===== src/rtl/timer_pkg.sv =====
// ----------------------------------------------------------------------------
// timer_pkg
// Shared definitions for the 60-second stopwatch controller:
//   state_e         - controller state encoding (IDLE/RUN/PAUSE/DONE)
//   DIGIT_MAX       - largest value of a plain BCD digit
//   SEC_TENS_MAX    - largest seconds-tens digit while counting
//   SEC_TENS_FINAL  - seconds-tens digit of the terminal value 60.00
// ----------------------------------------------------------------------------
package timer_pkg;

    typedef enum logic [1:0] {
        ST_IDLE  = 2'd0,
        ST_RUN   = 2'd1,
        ST_PAUSE = 2'd2,
        ST_DONE  = 2'd3
    } state_e;

    localparam logic [3:0] DIGIT_MAX      = 4'd9;
    localparam logic [3:0] SEC_TENS_MAX   = 4'd5;
    localparam logic [3:0] SEC_TENS_FINAL = 4'd6;

endpackage


===== src/rtl/bcd_digit.sv =====
// ----------------------------------------------------------------------------
// bcd_digit
// One wrapping BCD counter digit, 0..MAX.
// Ports:
//   clk   in   clock (rising edge)
//   rst   in   asynchronous active-low reset
//   en    in   increment request (carry in)
//   clr   in   synchronous clear, takes priority over en
//   q     out  current digit value
//   carry out  en & (q == MAX): this digit wraps on the current edge
// ----------------------------------------------------------------------------
module bcd_digit
    import timer_pkg::*;
#(
    parameter logic [3:0] MAX = DIGIT_MAX
) (
    input  logic       clk,
    input  logic       rst,
    input  logic       en,
    input  logic       clr,
    output logic [3:0] q,
    output logic       carry
);

    logic [3:0] q_q;
    logic [3:0] q_d;

    always_comb begin
        q_d = q_q;
        if (clr) begin
            q_d = '0;
        end else if (en) begin
            q_d = (q_q == MAX) ? '0 : q_q + 4'd1;
        end
    end

    always_ff @(posedge clk or negedge rst) begin
        if (!rst) begin
            q_q <= '0;
        end else begin
            q_q <= q_d;
        end
    end

    assign q     = q_q;
    assign carry = en & (q_q == MAX);

endmodule


===== src/rtl/stopwatch_ctrl.sv =====
// ----------------------------------------------------------------------------
// stopwatch_ctrl
// Controller for the 60-second timer. Counts SS.hh from 00.00 to 60.00 in
// 0.01 s ticks under start/stop/clear command pulses (priority
// clear > stop > start) and drives the four display digits.
// Optional feature macro: TIMER_DONE_BLINK_EN - blink all digits in DONE.
// Parameters:
//   TICK_DIV   clock cycles per 0.01 s tick (>= 2)
//   BLINK_DIV  clock cycles per blink half-period (blink build only)
// Ports:
//   clk                  in   clock (rising edge)
//   rst                  in   asynchronous active-low reset
//   start/stop/clear     in   one-cycle command pulses
//   disp3..disp0         out  BCD digits: seconds tens/ones, tenths, hundredths
//   running              out  high in RUN
//   done                 out  high in DONE
//   blank                out  per-digit blank request (bit i -> disp i)
// ----------------------------------------------------------------------------
module stopwatch_ctrl
    import timer_pkg::*;
#(
    parameter int unsigned TICK_DIV  = 1_000_000,
    parameter int unsigned BLINK_DIV = 25_000_000
) (
    input  logic       clk,
    input  logic       rst,
    input  logic       start,
    input  logic       stop,
    input  logic       clear,
    output logic [3:0] disp3,
    output logic [3:0] disp2,
    output logic [3:0] disp1,
    output logic [3:0] disp0,
    output logic       running,
    output logic       done,
    output logic [3:0] blank
);

    localparam int unsigned     PW        = (TICK_DIV > 1) ? $clog2(TICK_DIV) : 1;
    localparam logic [PW-1:0]   TICK_LAST = PW'(TICK_DIV - 1);

    state_e         state_q;
    logic           running_q;
    logic           done_q;
    logic [PW-1:0]  presc_q;
    logic [PW-1:0]  presc_d;
    logic [3:0]     d3_q;
    logic [3:0]     d3_d;

    logic tick;
    logic c0, c1, c2;
    logic final_tick;
    logic cmd_start;

    // Commands reduced by priority; stop only matters in RUN, where clear is
    // checked first anyway.
    assign cmd_start  = start & ~stop & ~clear;

    assign tick       = (state_q == ST_RUN) && (presc_q == TICK_LAST);
    // Carry out of 59.99: the lower three digits wrap to 0 by themselves,
    // only the tens digit needs the special load of 6.
    assign final_tick = c2 && (d3_q == SEC_TENS_MAX);

    // ---------------- prescaler ----------------
    always_comb begin
        presc_d = '0;
        unique case (state_q)
            ST_RUN:   presc_d = (clear || tick) ? '0 : presc_q + PW'(1);
            ST_PAUSE: presc_d = clear ? '0 : presc_q;
            default:  presc_d = '0;
        endcase
    end

    always_ff @(posedge clk or negedge rst) begin
        if (!rst) begin
            presc_q <= '0;
        end else begin
            presc_q <= presc_d;
        end
    end

    // ---------------- BCD digits ----------------
    bcd_digit #(.MAX(DIGIT_MAX)) u_d0 (
        .clk   (clk),
        .rst   (rst),
        .en    (tick),
        .clr   (clear),
        .q     (disp0),
        .carry (c0)
    );

    bcd_digit #(.MAX(DIGIT_MAX)) u_d1 (
        .clk   (clk),
        .rst   (rst),
        .en    (c0),
        .clr   (clear),
        .q     (disp1),
        .carry (c1)
    );

    bcd_digit #(.MAX(DIGIT_MAX)) u_d2 (
        .clk   (clk),
        .rst   (rst),
        .en    (c1),
        .clr   (clear),
        .q     (disp2),
        .carry (c2)
    );

    always_comb begin
        d3_d = d3_q;
        if (clear) begin
            d3_d = '0;
        end else if (final_tick) begin
            d3_d = SEC_TENS_FINAL;
        end else if (c2) begin
            d3_d = d3_q + 4'd1;
        end
    end

    always_ff @(posedge clk or negedge rst) begin
        if (!rst) begin
            d3_q <= '0;
        end else begin
            d3_q <= d3_d;
        end
    end

    assign disp3 = d3_q;

    // ---------------- control FSM ----------------
    always_ff @(posedge clk or negedge rst) begin
        if (!rst) begin
            state_q   <= ST_IDLE;
            running_q <= 1'b0;
            done_q    <= 1'b0;
        end else begin
            unique case (state_q)
                ST_IDLE: begin
                    if (cmd_start) begin
                        state_q   <= ST_RUN;
                        running_q <= 1'b1;
                    end
                end
                ST_RUN: begin
                    if (clear) begin
                        state_q   <= ST_IDLE;
                        running_q <= 1'b0;
                    end else if (final_tick) begin
                        state_q   <= ST_DONE;
                        running_q <= 1'b0;
                        done_q    <= 1'b1;
                    end else if (stop) begin
                        // A tick on this edge is still applied by the digits.
                        state_q   <= ST_PAUSE;
                        running_q <= 1'b0;
                    end
                end
                ST_PAUSE: begin
                    if (clear) begin
                        state_q <= ST_IDLE;
                    end else if (cmd_start) begin
                        state_q   <= ST_RUN;
                        running_q <= 1'b1;
                    end
                end
                ST_DONE: begin
                    if (clear) begin
                        state_q <= ST_IDLE;
                        done_q  <= 1'b0;
                    end
                end
            endcase
        end
    end

    assign running = running_q;
    assign done    = done_q;

    // ---------------- optional blink ----------------
`ifdef TIMER_DONE_BLINK_EN
    localparam int unsigned   BW         = (BLINK_DIV > 1) ? $clog2(BLINK_DIV) : 1;
    localparam logic [BW-1:0] BLINK_LAST = BW'(BLINK_DIV - 1);

    logic [BW-1:0] blink_cnt_q;
    logic [3:0]    blank_q;

    always_ff @(posedge clk or negedge rst) begin
        if (!rst) begin
            blink_cnt_q <= '0;
            blank_q     <= '0;
        end else if (state_q == ST_DONE) begin
            if (clear) begin
                blink_cnt_q <= '0;
                blank_q     <= '0;
            end else if (blink_cnt_q == BLINK_LAST) begin
                blink_cnt_q <= '0;
                blank_q     <= ~blank_q;
            end else begin
                blink_cnt_q <= blink_cnt_q + BW'(1);
            end
        end else if ((state_q == ST_RUN) && final_tick && !clear) begin
            // Blank phase starts on the very edge that enters DONE.
            blink_cnt_q <= '0;
            blank_q     <= '1;
        end else begin
            blink_cnt_q <= '0;
            blank_q     <= '0;
        end
    end

    assign blank = blank_q;
`else
    logic unused_blink_div;
    assign unused_blink_div = |BLINK_DIV;
    assign blank = '0;
`endif

endmodule

===== config.mk =====
export PLATFORM = sky130hd
export DESIGN_NAME = stopwatch_ctrl
export DESIGN_NICKNAME = d
export VERILOG_FILES = /design/src/rtl/timer_pkg.sv /design/src/rtl/bcd_digit.sv /design/src/rtl/stopwatch_ctrl.sv
export SDC_FILE = /design/constraint.sdc
export NUM_CORES = 1
export LEC_CHECK = 0
export ABC_AREA = 1
export CAP_MARGIN = 40
export CORE_MARGIN = 4
export CORE_UTILIZATION = 30
export CTS_CLUSTER_DIAMETER = 80
export DETAILED_ROUTE_END_ITERATION = 10
export PLACE_DENSITY = 0.49
export SYNTH_ARGS = -nofsm -noshare
export SYNTH_HDL_FRONTEND = slang
export SYNTH_HIERARCHICAL = 1
export SYNTH_SLANG_ARGS = --single-unit

===== constraint.sdc =====
create_clock -name clk -period 2.7 [get_ports clk]
set_input_delay 0.54 -clock clk [delete_from_list [all_inputs] [get_ports clk]]
set_output_delay 0.54 -clock clk [all_outputs]
set_load 0.005 [all_outputs]

==> metrics.txt <==
status finished clean; Async S/R FF share, synth 1.00; Final HPWL DP 4170 µm; crit path cell chain ha_4, nand3_4, nor2_2, nand3_2, inv_1, inv_1, nor2_2, inv_1, nor2_2, inv_1, nor2_4, nand4_1, nand3_1, inv_1, nor2_2, o2111ai_1; Pleak 1.44 nW; WP depth 16; Starting Density 0.309; Yosys warnings 6; area grow syn2layout 18.9%; Pint 0.000865 W; Layout Nets 401; worst hold slack 134 ps; CTS tree yes; clk buf depth 2; sequential element share of the synthesized area 0.394; TNS Setup 0 ps; Buf+Inv Stages, Crit Path 5; Fmax 426 MHz; DRC violations left 0; CTS sink cnt 40; vias per cell 4.55; PD cells 387 mW/mm²; Ports 27; Gate power share 0.106; worst setup path endpoint state_q[0]$_DFFE_PN0P_; CTS clk-pin slew, worst paths 80 ps; Initial DRT Pass Iterations 4; setup slack, reg-to-reg 350 ps; min Tclk post-route 2350 ps; Switch Pwr 0.000304 W; Hold WC Path Type in -> async; total die area 0.0100 mm²; Critical Path AT 2520 ps; Synth top cells by count nand2_1, inv_1, nor2_1; Pwr Total 0.00117 W; Synth Cell Area 0.00254 mm²; core area 0.00822 mm²; Max Cap Viol 0; reg-to-reg endpoint state_q[0]$_DFFE_PN0P_; reg-to-reg startpoint presc_q[0]$_DFFE_PN0P_; DR vias 2245; EDFF count, synth 0; Crit Path Class reg -> reg; largest net degree at the start of global routing 29; gr usage total 0.119; H-Tree Level Count 2; Clk pwr share 0.356; vias in the first global route 2079; RePlAce Congestion 0.800; WL final 5560 µm; flops & latches, synth 40; total grt overflow 0; CP startpoint presc_q[0]$_DFFE_PN0P_; CP max stage delay 430 ps; final hold viol count 0; first-pass GRT wire length 9640 µm; slowest CP cell dfrtp_1; Die Width 100 µm; Worst EP required 2870 ps; synth top area cells dfrtp_1, nand2_1, inv_1; most common flop cell mapped by yosys dfrtp_1; unrepaired setup endpoints after global routing false; CTS buffer count 5; dominant cell by count in the synthesized netlist nand2_1; CP top delay family simple AND/OR/NAND/NOR gates; Reg power frac 0.538; # diodes 0; initial DRC count 66; VDD IR max 237 µV; Sw Share 0.260; part of the cycle the worst path needs 0.869; Yosys top cell area share 0.394; pins over their slew limit 0; Clock Tree Root clkbuf_8; setup violators final 0; num rows 33; port buffer count 22; post-route setup slack 353 ps; Setup WS pre-CTS 88.1 ps; critical path fanouts, max 4; Die Ht 100 µm; crit end category register; final setup skew 12.6 ps; cells after synthesis 357; DR WL/cell 11.3 µm; Syn Area/Cell 7.12 µm²; antenna-violating nets left 0; post-synth cell types 31; layout cells sized above 1 0.0825; critical path launch point type register; initial antenna violation count 0; Most common cell on crit path inv_1; Worst Reg-to-Reg Cells 16; insertion delay to the later sink of the worst-skew pair 290 ps; Yosys top cell by area dfrtp_1
==> routing by layer <==
layer  wire length [µm]  part of all wire  track usage  vias up
met1               2740              0.49        0.158     1039
li1                   -                 -            -     1168
met3                190             0.034       0.0243        5
met4                 57             0.010       0.0342        0
met2               2570              0.46        0.195       33
met5                  0                 0            0        -
==> worst min-delay path by stage <==
stage / from / end / slack (ps) / cells after the start
3_5_place_dp: rst / presc_q[0]$_DFFE_PN0P_ / 470 / 1
5_1_grt: rst / presc_q[16]$_DFFE_PN0P_ / 140 / 1
3_3_place_gp: running$_DFFE_PN0P_ / running$_DFFE_PN0P_ / 510 / 2
6_report: rst / presc_q[16]$_DFFE_PN0P_ / 130 / 1
4_1_cts: rst / presc_q[16]$_DFFE_PN0P_ / 140 / 1
2_1_floorplan: rst / disp3[0]$_DFFE_PN0P_ / 240 / 0
==> state kept, by name, indices dropped and copies added (netlist names) <==
register,flops
running,1
done,1
u_d1/q,4
u_d2/q,4
state_q,2
disp3,4
u_d0/q,4
presc_q,20
==> logic make-up (layout without fill, tap and decap cells) <==
| logic type | after synthesis | after routing | synth area share |
|---|---|---|---|
| adders and majority gates | 9 | 9 | 0.0443 |
| AOI/OAI and AO/OA | 27 | 27 | 0.0640 |
| and+or+nand+nor | 210 | 210 | 0.365 |
| other | 1 | 4 | 0.00147 |
| buffers and inverters | 60 | 88 | 0.0969 |
| xor gates and xnor gates | 10 | 10 | 0.0345 |
| DFF | 40 | 40 | 0.394 |
==> power groups by stage <==
stage	Combinational (W)	Clock (W)	Sequential, W
final	0.000124	0.000416	0.000629
after global placement	0.000122	0	0.000641
after global routing	0.000142	0.000469	0.000634
after CTS	0.000125	0.000442	0.000630
after detailed placement	0.000124	0	0.000642
after floorplan	0.0000716	0	0.000639
==> cell type report <==
cell class | count | area, µm²
Clock buffer | 6 | 82.6
Clock inverter | 2 | 10.0
Fill cell | 881 | 5190
Inverter | 55 | 211
Multi-Input combinational cell | 260 | 1340
Sequential cell | 40 | 1000
Tap cell | 105 | 131
Timing Repair Buffer | 25 | 250
==> stage by stage <==
step | util | area (µm²) | cells
detailed placement | 0.352 | 2890 | 484
floorplan | - | 2550 | 360
global route | 0.368 | 3020 | 493
CTS | 0.363 | 2990 | 492
global placement | 0.350 | 2870 | 483
finish | 0.368 | 3020 | 493
==> timing repair <==
item                                    4_1_cts  5_1_grt
endpoints found under the setup margin        0        6
setup buffers                                 0        1
gates resized for setup                       0        8
hold buffers                                  0        0
==> layout by cell type, fill, tap and decap left out, types with 2 or more instances in the layout <==
cell type and instances:
clkdlybuf4s50_1 21, conb_1 4, xnor2_1 3, inv_1 52, nor2_2 7, ha_1 8, a21oi_1 2, o21ai_0 11
inv_4 2, nand2_1 116, clkbuf_8 6, clkinv_2 2, nand4_1 6, nor2_1 38, buf_4 2, nor3_1 2
nand3_2 2, o22ai_1 4, xor2_1 7, nor2_4 2, nand3_1 31, dfrtp_1 40, o21bai_1 7
Note: power is estimated with default switching activity, not from simulation.
